[src/rtl/led_blink_arbiter.sv]
// Round-robin arbiter that time-shares one LED between requesters, playing the
// granted requester's blink code (N pulses, then a two-unit gap) off a prescaled tick.
module led_blink_arbiter #(
  parameter int unsigned N_REQ    = 4,
  parameter int unsigned CODE_W   = 3,
  parameter int unsigned TICK_DIV = 2**21
) (
  input  logic                     clk,
  input  logic                     rst_n,
  input  logic [N_REQ-1:0]         req,
  input  logic [N_REQ*CODE_W-1:0]  code,
  output logic [N_REQ-1:0]         gnt,
  output logic [N_REQ-1:0]         done,
  output logic                     busy,
  output logic                     led
);

  localparam int unsigned PtrW  = $clog2(N_REQ);
  localparam int unsigned PresW = $clog2(TICK_DIV);
  localparam logic [PresW-1:0] TickMax = PresW'(TICK_DIV - 1);
  localparam logic [PtrW-1:0]  PtrMax  = PtrW'(N_REQ - 1);

  typedef enum logic [1:0] {StIdle, StOn, StOff, StGap} state_e;

  state_e              state_q, state_d;
  logic [PresW-1:0]    presc_q, presc_d;
  logic [CODE_W-1:0]   pc_q, pc_d;
  logic                gap_q, gap_d;
  logic [PtrW-1:0]     ptr_q, ptr_d;
  logic [N_REQ-1:0]    gnt_q, gnt_d;
  logic [N_REQ-1:0]    done_q, done_d;
  logic                busy_q, busy_d;
  logic                led_q, led_d;

  logic                tick;
  logic [PtrW-1:0]     win;
  logic [CODE_W-1:0]   win_code;

  // Lowest set bit at or above ptr wins; otherwise the lowest set bit below ptr.
  always_comb begin
    win = '0;
    for (int i = int'(N_REQ) - 1; i >= 0; i--) begin
      if (req[i] && (i < int'(ptr_q))) win = PtrW'(i);
    end
    for (int i = int'(N_REQ) - 1; i >= 0; i--) begin
      if (req[i] && (i >= int'(ptr_q))) win = PtrW'(i);
    end
  end

  always_comb begin
    win_code = '0;
    for (int i = 0; i < int'(N_REQ); i++) begin
      if (PtrW'(i) == win) win_code = code[i*CODE_W +: CODE_W];
    end
  end

  assign tick = (state_q != StIdle) && (presc_q == TickMax);

  always_comb begin
    state_d = state_q;
    presc_d = presc_q;
    pc_d    = pc_q;
    gap_d   = gap_q;
    ptr_d   = ptr_q;
    gnt_d   = gnt_q;
    done_d  = '0;

    if (state_q != StIdle) begin
      presc_d = tick ? '0 : presc_q + 1'b1;
    end

    unique case (state_q)
      StIdle: begin
        if (req != '0) begin
          gnt_d   = N_REQ'(1) << win;
          pc_d    = win_code;
          ptr_d   = (win == PtrMax) ? '0 : win + 1'b1;
          presc_d = '0;
          gap_d   = 1'b0;
          state_d = (win_code != '0) ? StOn : StGap;
        end
      end
      StOn: begin
        if (tick) begin
          pc_d    = pc_q - 1'b1;
          state_d = StOff;
        end
      end
      StOff: begin
        if (tick) begin
          gap_d   = 1'b0;
          state_d = (pc_q != '0) ? StOn : StGap;
        end
      end
      StGap: begin
        if (tick) begin
          if (gap_q) begin
            gnt_d   = '0;
            done_d  = gnt_q;
            state_d = StIdle;
          end else begin
            gap_d = 1'b1;
          end
        end
      end
    endcase
  end

  // Outputs are registered from the next state so they align with the state change.
  always_comb begin
    led_d  = (state_d == StOn);
    busy_d = (state_d != StIdle);
  end

  always_ff @(posedge clk or negedge rst_n) begin
    if (!rst_n) begin
      state_q <= StIdle;
      presc_q <= '0;
      pc_q    <= '0;
      gap_q   <= 1'b0;
      ptr_q   <= '0;
      gnt_q   <= '0;
      done_q  <= '0;
      busy_q  <= 1'b0;
      led_q   <= 1'b0;
    end else begin
      state_q <= state_d;
      presc_q <= presc_d;
      pc_q    <= pc_d;
      gap_q   <= gap_d;
      ptr_q   <= ptr_d;
      gnt_q   <= gnt_d;
      done_q  <= done_d;
      busy_q  <= busy_d;
      led_q   <= led_d;
    end
  end

  assign gnt  = gnt_q;
  assign done = done_q;
  assign busy = busy_q;
  assign led  = led_q;

endmodule

[config.mk]
export PLATFORM = sky130hd
export DESIGN_NAME = led_blink_arbiter
export DESIGN_NICKNAME = d
export VERILOG_FILES = /design/src/rtl/led_blink_arbiter.sv
export SDC_FILE = /design/constraint.sdc
export NUM_CORES = 1
export LEC_CHECK = 0
export ABC_AREA = 1
export CORE_ASPECT_RATIO = 0.8
export CORE_MARGIN = 4
export CORE_UTILIZATION = 49
export CTS_CLUSTER_SIZE = 25
export DETAILED_ROUTE_END_ITERATION = 16
export GPL_TIMING_DRIVEN = 0
export PLACE_DENSITY_LB_ADDON = 0.05
export REMOVE_ABC_BUFFERS = 1
export SLEW_MARGIN = 20
export SYNTH_ARGS = -nofsm -noshare
export SYNTH_HDL_FRONTEND = slang
export SYNTH_SLANG_ARGS = --single-unit
[constraint.sdc]
create_clock -name clk -period 4 [get_ports clk]
set_clock_uncertainty 0.2 [all_clocks]
set_input_delay 0.6 -clock clk [delete_from_list [all_inputs] [get_ports clk]]
set_output_delay 0.6 -clock clk [all_outputs]
set_load 0.01 [all_outputs]
### Yosys cells after proc, flatten, opt, wreduce, memory -nomap -nowiden

Cells that the tools add are included.

| cells by class | value |
|---|---|
| shift operators | 1 |
| reductions and logical operators | 21 |
| multiplexer cells | 38 |
| magnitude comparators | 6 |
| add/subtract/negate cells | 3 |
| equal/unequal tests | 14 |

Operator list:

| cell | count |
|---|---|
| $mux 21 | 4 |
| $mux 2 | 15 |
| $mux 4 | 6 |
| $add 21x1->21 const B | 1 |
| $eq 21x21->1 const B | 1 |
| $mux 3 | 6 |
| $ne 2x2->1 const B | 5 |
| $reduce_bool 3->1 | 3 |
| $pmux 2 s4 | 1 |
| $pmux 4 s2 | 1 |
| $reduce_and 4->1 | 2 |
| $reduce_bool 2->1 | 4 |
| $logic_and 1x1->1 | 7 |
| $eq 2x2->1 const B | 3 |
| $pmux 3 s2 | 1 |
| $eq 2x1->1 const B | 2 |
| $eq 2x2->1 const A | 2 |
| $ge 1x2->1 const A | 2 |
| $logic_not 2->1 | 2 |
| $lt 1x2->1 const A | 2 |
| $reduce_bool 4->1 | 1 |
| $shl 1x2->4 const A | 1 |
| $mux 1 | 3 |
| $pmux 1 s3 | 1 |
| 7 further kinds | 7 |

| storage, ports and cells | value |
|---|---|
| output and inout bits | 10 |
| register bits | 39 |
| input port bits | 18 |

### Depth between registers and ports, before layout

Gate-level depths: netlist of the first run.

| depth | value |
|---|---|
| depth in word-level cells | 19 |
| mapped depth | 15 |
| mapped depth without buffers | 15 |

### Worst setup path after synthesis of the first run

No wires, ideal clock.

| timing | value |
|---|---|
| kind | input port to flip-flop |
| start | input req[1] |
| end | register led_q (netlist: led) |
| setup time | 0.119 ns |
| buffers on the path | 0 |
| data required time | 3.681 ns |
| cell stages on the path | 14 |
| data arrival time | 1.956 ns |
| slack | 1.724 ns |
| cell sequence | nand2_1 o21ai_0 nand2_1 a21oi_1 inv_1 ha_1 a21oi_1 nand2_1 o21ai_0 o21ai_0 nor2_1 nand2_1 nand2_2 nor2_2 |

| on the way | value |
|---|---|
| cells in the longest elaborated chain, start to end | 17 |
| elaborated cells between the ends (all ways) | 22 |
| classes of those cells | eq/ne (4); mux (13); reduce/logical (5) |

Ends and longest elaborated chain:

| what | line | RTL |
|---|---|---|
| start: declaration | 10 | `input logic [N_REQ-1:0] req,` |
| $logic_and 1x1->1 | 43 | `if (req[i] && (i < int'(ptr_q))) win = PtrW'(i);` |
| $mux 2 (2 in a row) | 43 |  |
| $mux 2 (4 in a row) | 46 | `if (req[i] && (i >= int'(ptr_q))) win = PtrW'(i);` |
| $logic_not 2->1 | 53 | `if (PtrW'(i) == win) win_code = code[i*CODE_W +: CODE_W];` |
| $mux 3 (4 in a row) | 53 |  |
| $reduce_bool 3->1 | 80 | `state_d = (win_code != '0) ? StOn : StGap;` |
| $mux 2 | 80 |  |
| $mux 2 (*) | 74 | `if (req != '0) begin` |
| $pmux 2 s4 (*) | 72 | `unique case (state_q)` |
| named net state_d[1] | 25 | `state_e state_q, state_d;` |
| $eq 2x1->1 (*) | 111 | `led_d = (state_d == StOn);` |
| named net led_d | 33 | `logic led_q, led_d;` |
| end signal: assignment | 135 | `led_q <= led_d;` |
| end: declaration | 33 |  |

Mark *: on every way through the listed nets, which the timed path passes. The rest lies on a longest branch.
A chain may end at the register's enable or synchronous reset.

### Worst setup path in the final report of the first run

Ends and elaborated chain as after synthesis.

==> impl_metrics.env, run 1 <==
export IMPL_ioPinCount=28
export IMPL_ir_drop_mv=0.2775
export IMPL_rsz0062_at_grt="false"
export IMPL_numCtsBuffers=5
export IMPL_clock_latency_ps=290
export IMPL_p_leak_nw=1.378
export IMPL_initial_core_util=0.5124
export IMPL_cts_sinks=39
export IMPL_period_needed_ps=2791
export IMPL_fin_area_um2=2808
export IMPL_power_density_nw_per_um2=481.0
export IMPL_wire_per_inst_um=12.30
export IMPL_status="completed"
export IMPL_cts_tree="yes"
export IMPL_slew_viol_final=0
export IMPL_ys_ff_latch=39
export IMPL_power_frac_clock=0.190
export IMPL_io_buffers=27
export IMPL_layout_drive_gt1_share=0.1529
export IMPL_start_kind="primary input"
export IMPL_crit_path_start="req[1]"
export IMPL_setup_tns_ps=0
export IMPL_syn_area_um2=2370
export IMPL_syn_avg_cell_area_um2=8.116
export IMPL_grtUsageTotal=0.1744
export IMPL_core_area_um2=4624
export IMPL_vias=1913
export IMPL_cap_violations=0
export IMPL_final_cells=387
export IMPL_place_area_um2=2726
export IMPL_fill_cells=436
export IMPL_mostFrequentLayoutCell="nand2_1"
export IMPL_root_buffer="clkbuf_8"
export IMPL_max_freq_ghz=0.3582
export IMPL_place_ws_ps=921.7
export IMPL_h_tree_depth=2
export IMPL_slew_headroom=0.6212
export IMPL_grt_max_degree=23
export IMPL_r2r_slack_ps=1660
export IMPL_via_per_inst=4.943
export IMPL_syn_inst=292
export IMPL_finalWeightedCongestion=0.8443
export IMPL_dieArea_um2=6020
export IMPL_finalWirelength_um=4760
export IMPL_critPathRequiredTime_ps=3980
export IMPL_min_delay_path_class="primary input to async pin"
export IMPL_p_sw_uw=518.7
export IMPL_setup_viol=0
export IMPL_area_growth_syn_to_layout_pct=18.48
export IMPL_netlist_cell_type_count=33
export IMPL_ant_nets=0
export IMPL_first_pass_iters=4
export IMPL_drc=0
export IMPL_rows=22
export IMPL_arrival_ps=2770
export IMPL_overflow=0
export IMPL_die_x_um=85.75
export IMPL_crit_type="primary input to register"
export IMPL_dr_first_iter_drc_count=113
export IMPL_cts_hold_buf=0
export IMPL_grt_pass1_vias=1791
export IMPL_hpwl_um=3727
export IMPL_crit_path_max_fanout=5
export IMPL_n_antenna_cell=0
export IMPL_worstMarginPinSlew_ps=566.1
export IMPL_r2r_end="led"
export IMPL_dp_cells=379
export IMPL_ys_seq_area_frac=0.4118
export IMPL_clockBufferDepth=2
export IMPL_ys_warn_count=0
export IMPL_regToRegStartpoint="ptr_q[1]"
export IMPL_finalHoldViolCount=0
export IMPL_p_int_uw=831.9
export IMPL_worst_slack_ps=1209
export IMPL_chipHeight_um=70.20
export IMPL_combinationalPowerShare=0.379
export IMPL_timing_final_crit_share=0.6978
export IMPL_ctsResizeCount=0
export IMPL_layout_common_cells="nand2_1, dfrtp_1, inv_1, nor2_1, clkdlybuf4s50_1"
export IMPL_endpoint_kind="register"
export IMPL_layout_nets=351
export IMPL_seq_power_share=0.431
export IMPL_antenna_found_initial=0
export IMPL_crit_end="led"
export IMPL_reg2reg_depth=14
export IMPL_post_cts_setup_buffers=0
export IMPL_switching_share=0.3840
export IMPL_clk_pin_slew_ps=80
export IMPL_grt_pass1_wl_um=8397
-- critical path, cell delays in order --
cell and delay, ps:
clkdlybuf4s50_1 500, nand2_1 50, o21ai_0 140, nand2_1 70, a21oi_1 280, inv_1 120, ha_1 280, a21oi_1 140
nand2_1 60, o211ai_1 80, nand2_1 100, nor2_1 110, nand2_1 100, nand2_2 100, nor2_2 30
-- power by group through the flow --
stage | combinational [mW] | sequential [mW] | clock [mW]
floorplan | 0.363 | 0.576 | 0
global placement | 0.503 | 0.586 | 0
detailed placement | 0.514 | 0.589 | 0
CTS | 0.516 | 0.582 | 0.264
global route | 0.584 | 0.597 | 0.288
finish | 0.512 | 0.582 | 0.257
-- state kept, by name, indices dropped and copies added (netlist names) --
signal   flops
busy         1
gnt          4
gap_q        1
ptr_q        2
done         4
pc_q         3
presc_q     21
state_q      2
led          1
-- worst min-delay path by stage --
stage	startpoint	to	slack (ps)
after floorplan	rst_n	busy	100
after global placement	presc_q[20]	presc_q[20]	310
after detailed placement	presc_q[20]	presc_q[20]	310
after CTS	rst_n	presc_q[10]	50
after global routing	rst_n	presc_q[10]	60
final	rst_n	presc_q[10]	40
-- cells in the mapped netlist, drive strengths merged --
master,n,area (um^2)
nand2,84,387.9
dfrtp,39,975.9
xnor2,6,52.55
buf,1,11.26
a31oi,1,6.260
a21oi,11,55.05
ha,7,87.58
nor3b,5,37.54
o22ai,1,6.260
o211ai,4,30.03
nand3,20,120.1
o21bai,1,7.510
nor2,42,232.7
o31ai,1,7.510
inv,38,145.1
xor2,6,52.55
a211oi,1,7.510
and3,1,6.260
nand4,2,12.51
o21ai,15,90.08
o21a,1,7.510
nor3,5,30.03
-- stage by stage --
stage          utilization  total power, mW  hold WS (ps)
6_report            0.6071            1.351         36.13
3_3_place_gp        0.5847            1.090         306.7
2_1_floorplan            -           0.9392         104.4
5_1_grt             0.6071            1.469         63.87
4_1_cts             0.6071            1.362         45.59
3_5_place_dp        0.5896            1.103         314.3
-- layout make-up --
type | count | area [um^2] | area share
Clock buffer | 7 | 76.32 | 0.02718
Clock inverter | 1 | 5.005 | 0.001783
Inverter | 38 | 145.1 | 0.05169
Multi-Input combinational cell | 214 | 1237 | 0.4407
Sequential cell | 39 | 975.9 | 0.3476
Tap cell | 60 | 75.07 | 0.02674
Timing Repair Buffer | 28 | 292.8 | 0.1043
-- layer usage --
metal,track usage,share of wire,routed length [um],vias up
met4,0.05272,0.012,57,0
met5,0,0,0,-
met2,0.2371,0.40,1889,28
li1,-,-,-,995
met1,0.2708,0.55,2619,885
met3,0.03892,0.041,194,5
-- logic make-up (layout without fill, tap and decap cells) --
family / after synthesis / after routing / synth area share
XOR/XNOR: 12 / 12 / 0.04435
flip-flops: 39 / 39 / 0.4118
AO/OA/AOI/OAI: 36 / 36 / 0.09187
adder cells (fa/ha/maj): 7 / 7 / 0.03696
buffers and inverters: 39 / 74 / 0.06600
AND/OR/NAND/NOR: 159 / 159 / 0.3490
(Power assumes the default switching activity.)
==> inputs of run 2 (changes only) <==
==> constraint.sdc (replaced) <==
create_clock -name clk -period 2.92 [get_ports clk]
set_clock_uncertainty 0.2 [all_clocks]
set_input_delay 0.438 -clock clk [delete_from_list [all_inputs] [get_ports clk]]
set_output_delay 0.438 -clock clk [all_outputs]
set_load 0.01 [all_outputs]
==> run 2 against run 1 <==
Net effect:
- worst hold slack improved by 290 ps
- sequential power increased by 37%
- wire length about the same
- flip-flop and latch count unchanged
- clock power increased by 37%
- critical path type unchanged
- largest cell class unchanged
==> impl_metrics.env, run 2 (synthesis results as in run 1) <==
export IMPL_grt_pass1_vias=1791
export IMPL_crit_path_max_fanout=5
export IMPL_crit_path_start="req[1]"
export IMPL_cap_violations=0
export IMPL_dr_first_iter_drc_count=104
export IMPL_wire_per_inst_um=12.27
export IMPL_cts_tree="yes"
export IMPL_slew_viol_final=0
export IMPL_layout_nets=352
export IMPL_overflow=0
export IMPL_min_to="gnt[1]"
export IMPL_grtUsageTotal=0.1744
export IMPL_setup_tns_ps=0
export IMPL_antenna_found_initial=0
export IMPL_initial_core_util=0.5124
export IMPL_clockBufferDepth=2
export IMPL_critPathRequiredTime_ps=2900
export IMPL_layout_common_cells="nand2_1, dfrtp_1, inv_1, nor2_1, clkdlybuf4s50_1"
export IMPL_hold_depth=2
export IMPL_slew_headroom=0.6212
export IMPL_ant_nets=0
export IMPL_first_pass_iters=4
export IMPL_drc=0
export IMPL_crit_family="compound AO/OA/AOI/OAI gates"
export IMPL_hpwl_um=3727
export IMPL_cts_sinks=39
export IMPL_status="completed"
export IMPL_path_buf_inv=2
export IMPL_power_density_nw_per_um2=657.0
export IMPL_hp_start="gnt[1]"
export IMPL_rows=22
export IMPL_reg2reg_depth=14
export IMPL_crit_chain="clkdlybuf4s50_1, nand2_1, o21ai_0, nand2_1, a21oi_1, inv_1, ha_1, a21oi_1, nand2_1, o211ai_1, nand2_1, nor2_1, nand2_1, nand2_2, nor2_2"
export IMPL_min_delay_path_class="register to register"
export IMPL_endpoint_kind="register"
export IMPL_grt_max_degree=23
export IMPL_period_needed_ps=2629
export IMPL_ioPinCount=28
export IMPL_post_cts_setup_buffers=0
export IMPL_start_kind="primary input"
export IMPL_r2r_end="led"
export IMPL_clock_latency_ps=290
export IMPL_finalHoldViolCount=0
export IMPL_layout_drive_gt1_share=0.1524
export IMPL_regMostFlops="presc_q"
export IMPL_grt_pass1_wl_um=8397
export IMPL_chipHeight_um=70.20
export IMPL_max_stage_delay_ps=500
export IMPL_cpMostUsedCell="nand2_1"
export IMPL_n_antenna_cell=0
export IMPL_setup_viol=0
export IMPL_vias=1914
export IMPL_place_area_um2=2726
export IMPL_io_buffers=27
export IMPL_area_growth_syn_to_layout_pct=18.90
export IMPL_finalWirelength_um=4762
export IMPL_fin_area_um2=2818
export IMPL_ir_drop_mv=0.3801
export IMPL_timing_final_crit_share=0.9005
export IMPL_via_per_inst=4.933
export IMPL_clk_pin_slew_ps=70
export IMPL_rsz0062_at_grt="false"
export IMPL_finalWeightedCongestion=0.8443
export IMPL_numCtsBuffers=5
export IMPL_largest_reg_flops=21
export IMPL_mostFrequentLayoutCell="nand2_1"
export IMPL_slowest_stage="clkdlybuf4s50_1"
export IMPL_dieArea_um2=6020
export IMPL_arrival_ps=2610
export IMPL_core_area_um2=4624
export IMPL_max_freq_ghz=0.3803
export IMPL_die_x_um=85.75
export IMPL_worst_slack_ps=290.6
export IMPL_worstMarginPinSlew_ps=566.1
export IMPL_regToRegStartpoint="ptr_q[1]"
export IMPL_h_tree_depth=2
export IMPL_p_leak_nw=1.382
export IMPL_r2r_slack_ps=580
export IMPL_crit_type="primary input to register"
export IMPL_root_buffer="clkbuf_8"
export IMPL_place_ws_ps=3.742
## run 2: cell count changes in the layout (fill, tap and decap cells not counted)
| cell | previous run | this run |
|---|---|---|
| dlygate4sd3_1 | 0 | 1 |
## run 2: through the flow
step                        util  hold slack, ps  cells  total power, mW
after floorplan                -          -57.59    291            1.287
after global placement    0.5847           306.7    378            1.493
after detailed placement  0.5896           203.9    379            1.511
after CTS                 0.6093           330.5    388            1.867
after global routing      0.6093           351.9    388            2.014
final                     0.6093           327.9    388            1.851
## run 2: worst max-delay path by stage
stage / end / cells past startpoint
final: led / 15
after CTS: led / 15
after floorplan: led / 14
after global routing: led / 14
after detailed placement: led / 15
after global placement: led / 15
## run 2: cell type report
class	instances	area, um^2
clock inverter	1	5.005
timing repair buffer	29	302.8
inverter	38	145.1
clock buffer	7	76.32
sequential	39	975.9
multi-input combinational	214	1237
tap	60	75.07
fill	437	1807
## run 2: power by group
| group | internal (mW) | leakage [nW] | switching [mW] |
|---|---|---|---|
| registers | 0.671 | 0.506 | 0.126 |
| logic | 0.302 | 0.834 | 0.401 |
| clock network | 0.168 | 0.0422 | 0.184 |
| total | 1.14 | 1.38 | 0.711 |
## run 2: metal layers
metal / part of all wire / vias to the layer above / global-route usage
met5: 0 / - / 0
met4: 0.012 / 0 / 0.05272
met3: 0.046 / 5 / 0.03892
met2: 0.40 / 32 / 0.2371
met1: 0.55 / 880 / 0.2708
li1: - / 997 / -
## run 2: tightest hold or removal path: stages, from the launching register on
cell     delay (ps)
dfrtp_1         380
nand2_1          70
o21ai_2          50
## run 2: what timing repair did
item	4_1_cts	5_1_grt
gates resized for setup	0	0
hold buffers	1	0
hold endpoints to repair	17	0
==> inputs of run 3 (changes only) <==
--- a/config.mk
+++ b/config.mk
@@ -9,12 +9,13 @@
 export CORE_ASPECT_RATIO = 0.8
 export CORE_MARGIN = 4
 export CORE_UTILIZATION = 49
+export CTS_BUF_LIST = sky130_fd_sc_hd__clkbuf_8
 export CTS_CLUSTER_SIZE = 25
 export DETAILED_ROUTE_END_ITERATION = 16
+export DONT_BUFFER_PORTS = 1
 export GPL_TIMING_DRIVEN = 0
 export PLACE_DENSITY_LB_ADDON = 0.05
 export REMOVE_ABC_BUFFERS = 1
-export SLEW_MARGIN = 20
 export SYNTH_ARGS = -nofsm -noshare
 export SYNTH_HDL_FRONTEND = slang
 export SYNTH_SLANG_ARGS = --single-unit
==> run 3 against run 2 <==
Net effect:
- sequential share of layout area grew 3.7 points
- global-route usage shrank 0.58 points
- count of clock-buffer cells in the layout shrank 2
- combinational power shrank 13%
- via count shrank 7.5%
- non-clock buffer count shrank 27
- worst hold slack lost 77 ps
- fmax grew 12%
- wire length shrank 2.2%
- final area shrank 9.6%
- cell count shrank 7.0%
- critical endpoint unchanged
- largest cell class unchanged
- highest routed layer unchanged
==> impl_metrics.env, run 3 (synthesis results as in run 1) <==
export IMPL_hold_depth=4
export IMPL_dieArea_um2=6020
export IMPL_post_cts_setup_buffers=0
export IMPL_status="completed"
export IMPL_endpoint_kind="register"
export IMPL_first_pass_iters=4
export IMPL_cts_hold_buf=2
export IMPL_layout_nets=325
export IMPL_combinationalPowerShare=0.343
export IMPL_finalWirelength_um=4659
export IMPL_p_int_mw=1.072
export IMPL_via_per_inst=4.906
export IMPL_seq_power_share=0.459
export IMPL_area_growth_syn_to_layout_pct=7.497
export IMPL_min_delay_path_class="primary input to register"
export IMPL_cts_tree="yes"
export IMPL_chipHeight_um=70.20
export IMPL_p_leak_nw=1.282
export IMPL_timing_final_crit_share=0.8033
export IMPL_grt_max_degree=40
export IMPL_crit_chain="nand2_1, o21ai_0, nand2_1, a21oi_1, inv_1, ha_1, a21oi_1, nand2_1, o211ai_1, nand2_1, nor2_1, nand2_1, nand2_2, nor2_2"
export IMPL_dr_first_iter_drc_count=116
export IMPL_hpwl_um=3554
export IMPL_crit_type="register to register"
export IMPL_antenna_found_initial=0
export IMPL_final_util=0.5509
export IMPL_grt_use_met1=0.2663
export IMPL_ctsResizeCount=0
export IMPL_cts_sinks=39
export IMPL_n_antenna_cell=0
export IMPL_setup_tns_ps=0
export IMPL_crit_path_max_fanout=5
export IMPL_numCtsBuffers=5
export IMPL_setup_viol=0
export IMPL_clock_latency_ps=290
export IMPL_p_sw_uw=700.8
export IMPL_final_cells=361
export IMPL_grtUsageTotal=0.1686
export IMPL_overflow=0
export IMPL_wire_per_inst_um=12.91
export IMPL_largest_reg_flops=21
export IMPL_rows=22
export IMPL_met3_usage=0.04363
export IMPL_die_x_um=85.75
export IMPL_busiest_layer="met1"
export IMPL_period_needed_ps=2346
export IMPL_rsz0062_at_grt="false"
export IMPL_max_stage_delay_ps=370
export IMPL_h_tree_depth=2
export IMPL_finalHoldViolCount=0
export IMPL_arrival_ps=2330
export IMPL_vias=1771
export IMPL_start_kind="register"
export IMPL_regArea_um2=975.9
export IMPL_cap_violations=0
export IMPL_fill_cells=433
export IMPL_ioPinCount=28
export IMPL_grt_pass1_wl_um=8045
export IMPL_initial_core_util=0.5124
export IMPL_cpMostUsedCell="nand2_1"
export IMPL_max_freq_ghz=0.4263
export IMPL_dp_cells=351
export IMPL_grt_pass1_vias=1678
export IMPL_io_buffers=0
export IMPL_reg2reg_depth=14
export IMPL_ant_nets=0
export IMPL_core_area_um2=4624
export IMPL_critPathRequiredTime_ps=2900
export IMPL_multiInputGateArea_um2=1237
export IMPL_globalRouteMet2Util=0.2181
export IMPL_drc=0
export IMPL_slowest_stage="dfrtp_1"
export IMPL_power_density_nw_per_um2=695.9
export IMPL_slew_headroom=0.6357
export IMPL_worstMarginPinSlew_ps=544.4
export IMPL_clockBufferDepth=2
export IMPL_root_buffer="clkbuf_8"
export IMPL_ir_drop_mv=0.4644
export IMPL_power_frac_clock=0.198
export IMPL_clk_pin_slew_ps=80
export IMPL_switching_share=0.3953
export IMPL_layout_drive_gt1_share=0.1694
export IMPL_finalWeightedCongestion=0.7809
export IMPL_layout_common_cells="nand2_1, dfrtp_1, inv_1, nor2_1, nand3_1"
export IMPL_mostFrequentLayoutCell="nand2_1"
export IMPL_regMostFlops="presc_q"
export IMPL_slew_viol_final=0
run 3: per-stage QoR:
stage                     setup slack, ps  power (mW)  cell area (um^2)  hold slack [ps]
after floorplan                     806.5       1.287              2359           -57.59
after global routing                264.0       1.936              2547            285.6
after global placement              553.9       1.411              2434           -56.46
final                               574.4       1.773              2547            250.5
after detailed placement            522.8       1.421              2434           -56.63
after CTS                           575.8       1.797              2547            246.1
run 3: worst max-delay path: cells and delay by family (launching register included):
| family | cells | cell delay (ps) |
|---|---|---|
| AO/OA/AOI/OAI | 4 | 660 |
| adder cells (fa/ha/maj) | 1 | 280 |
| buffers and inverters | 1 | 110 |
| flip-flops | 1 | 370 |
| AND/OR/NAND/NOR | 8 | 620 |
run 3: path summary, 6_finish.rpt:
check | startpoint | end | slack [ps]
setup / recovery | ptr_q[1] | led | 570
min in group asynchronous | rst_n | presc_q[20] | 410
hold reg to reg | presc_q[20] | presc_q[20] | 330
setup reg to reg | ptr_q[1] | led | 570
max in group asynchronous | rst_n | presc_q[9] | 1920
hold / removal | code[11] | pc_q[2] | 250
run 3: area by class of cell:
| type | instances | area share |
|---|---|---|
| clock buffer | 5 | 0.02701 |
| clock inverter | 3 | 0.005894 |
| inverter | 38 | 0.05697 |
| multi-input combinational | 214 | 0.4858 |
| sequential | 39 | 0.3831 |
| tap | 60 | 0.02947 |
| timing repair buffer | 2 | 0.01179 |
run 3: routing by layer:
metal	part of all wire	wire length, um
met2	0.39	1800
met4	0.0077	36
met5	0	0
met3	0.043	202
met1	0.56	2620
run 3: power by group through the flow:
stage | sequential, mW | clock, mW | combinational (mW)
floorplan | 0.790 | 0 | 0.497
global placement | 0.821 | 0 | 0.590
detailed placement | 0.826 | 0 | 0.594
CTS | 0.815 | 0.368 | 0.614
global route | 0.832 | 0.398 | 0.706
finish | 0.814 | 0.351 | 0.608
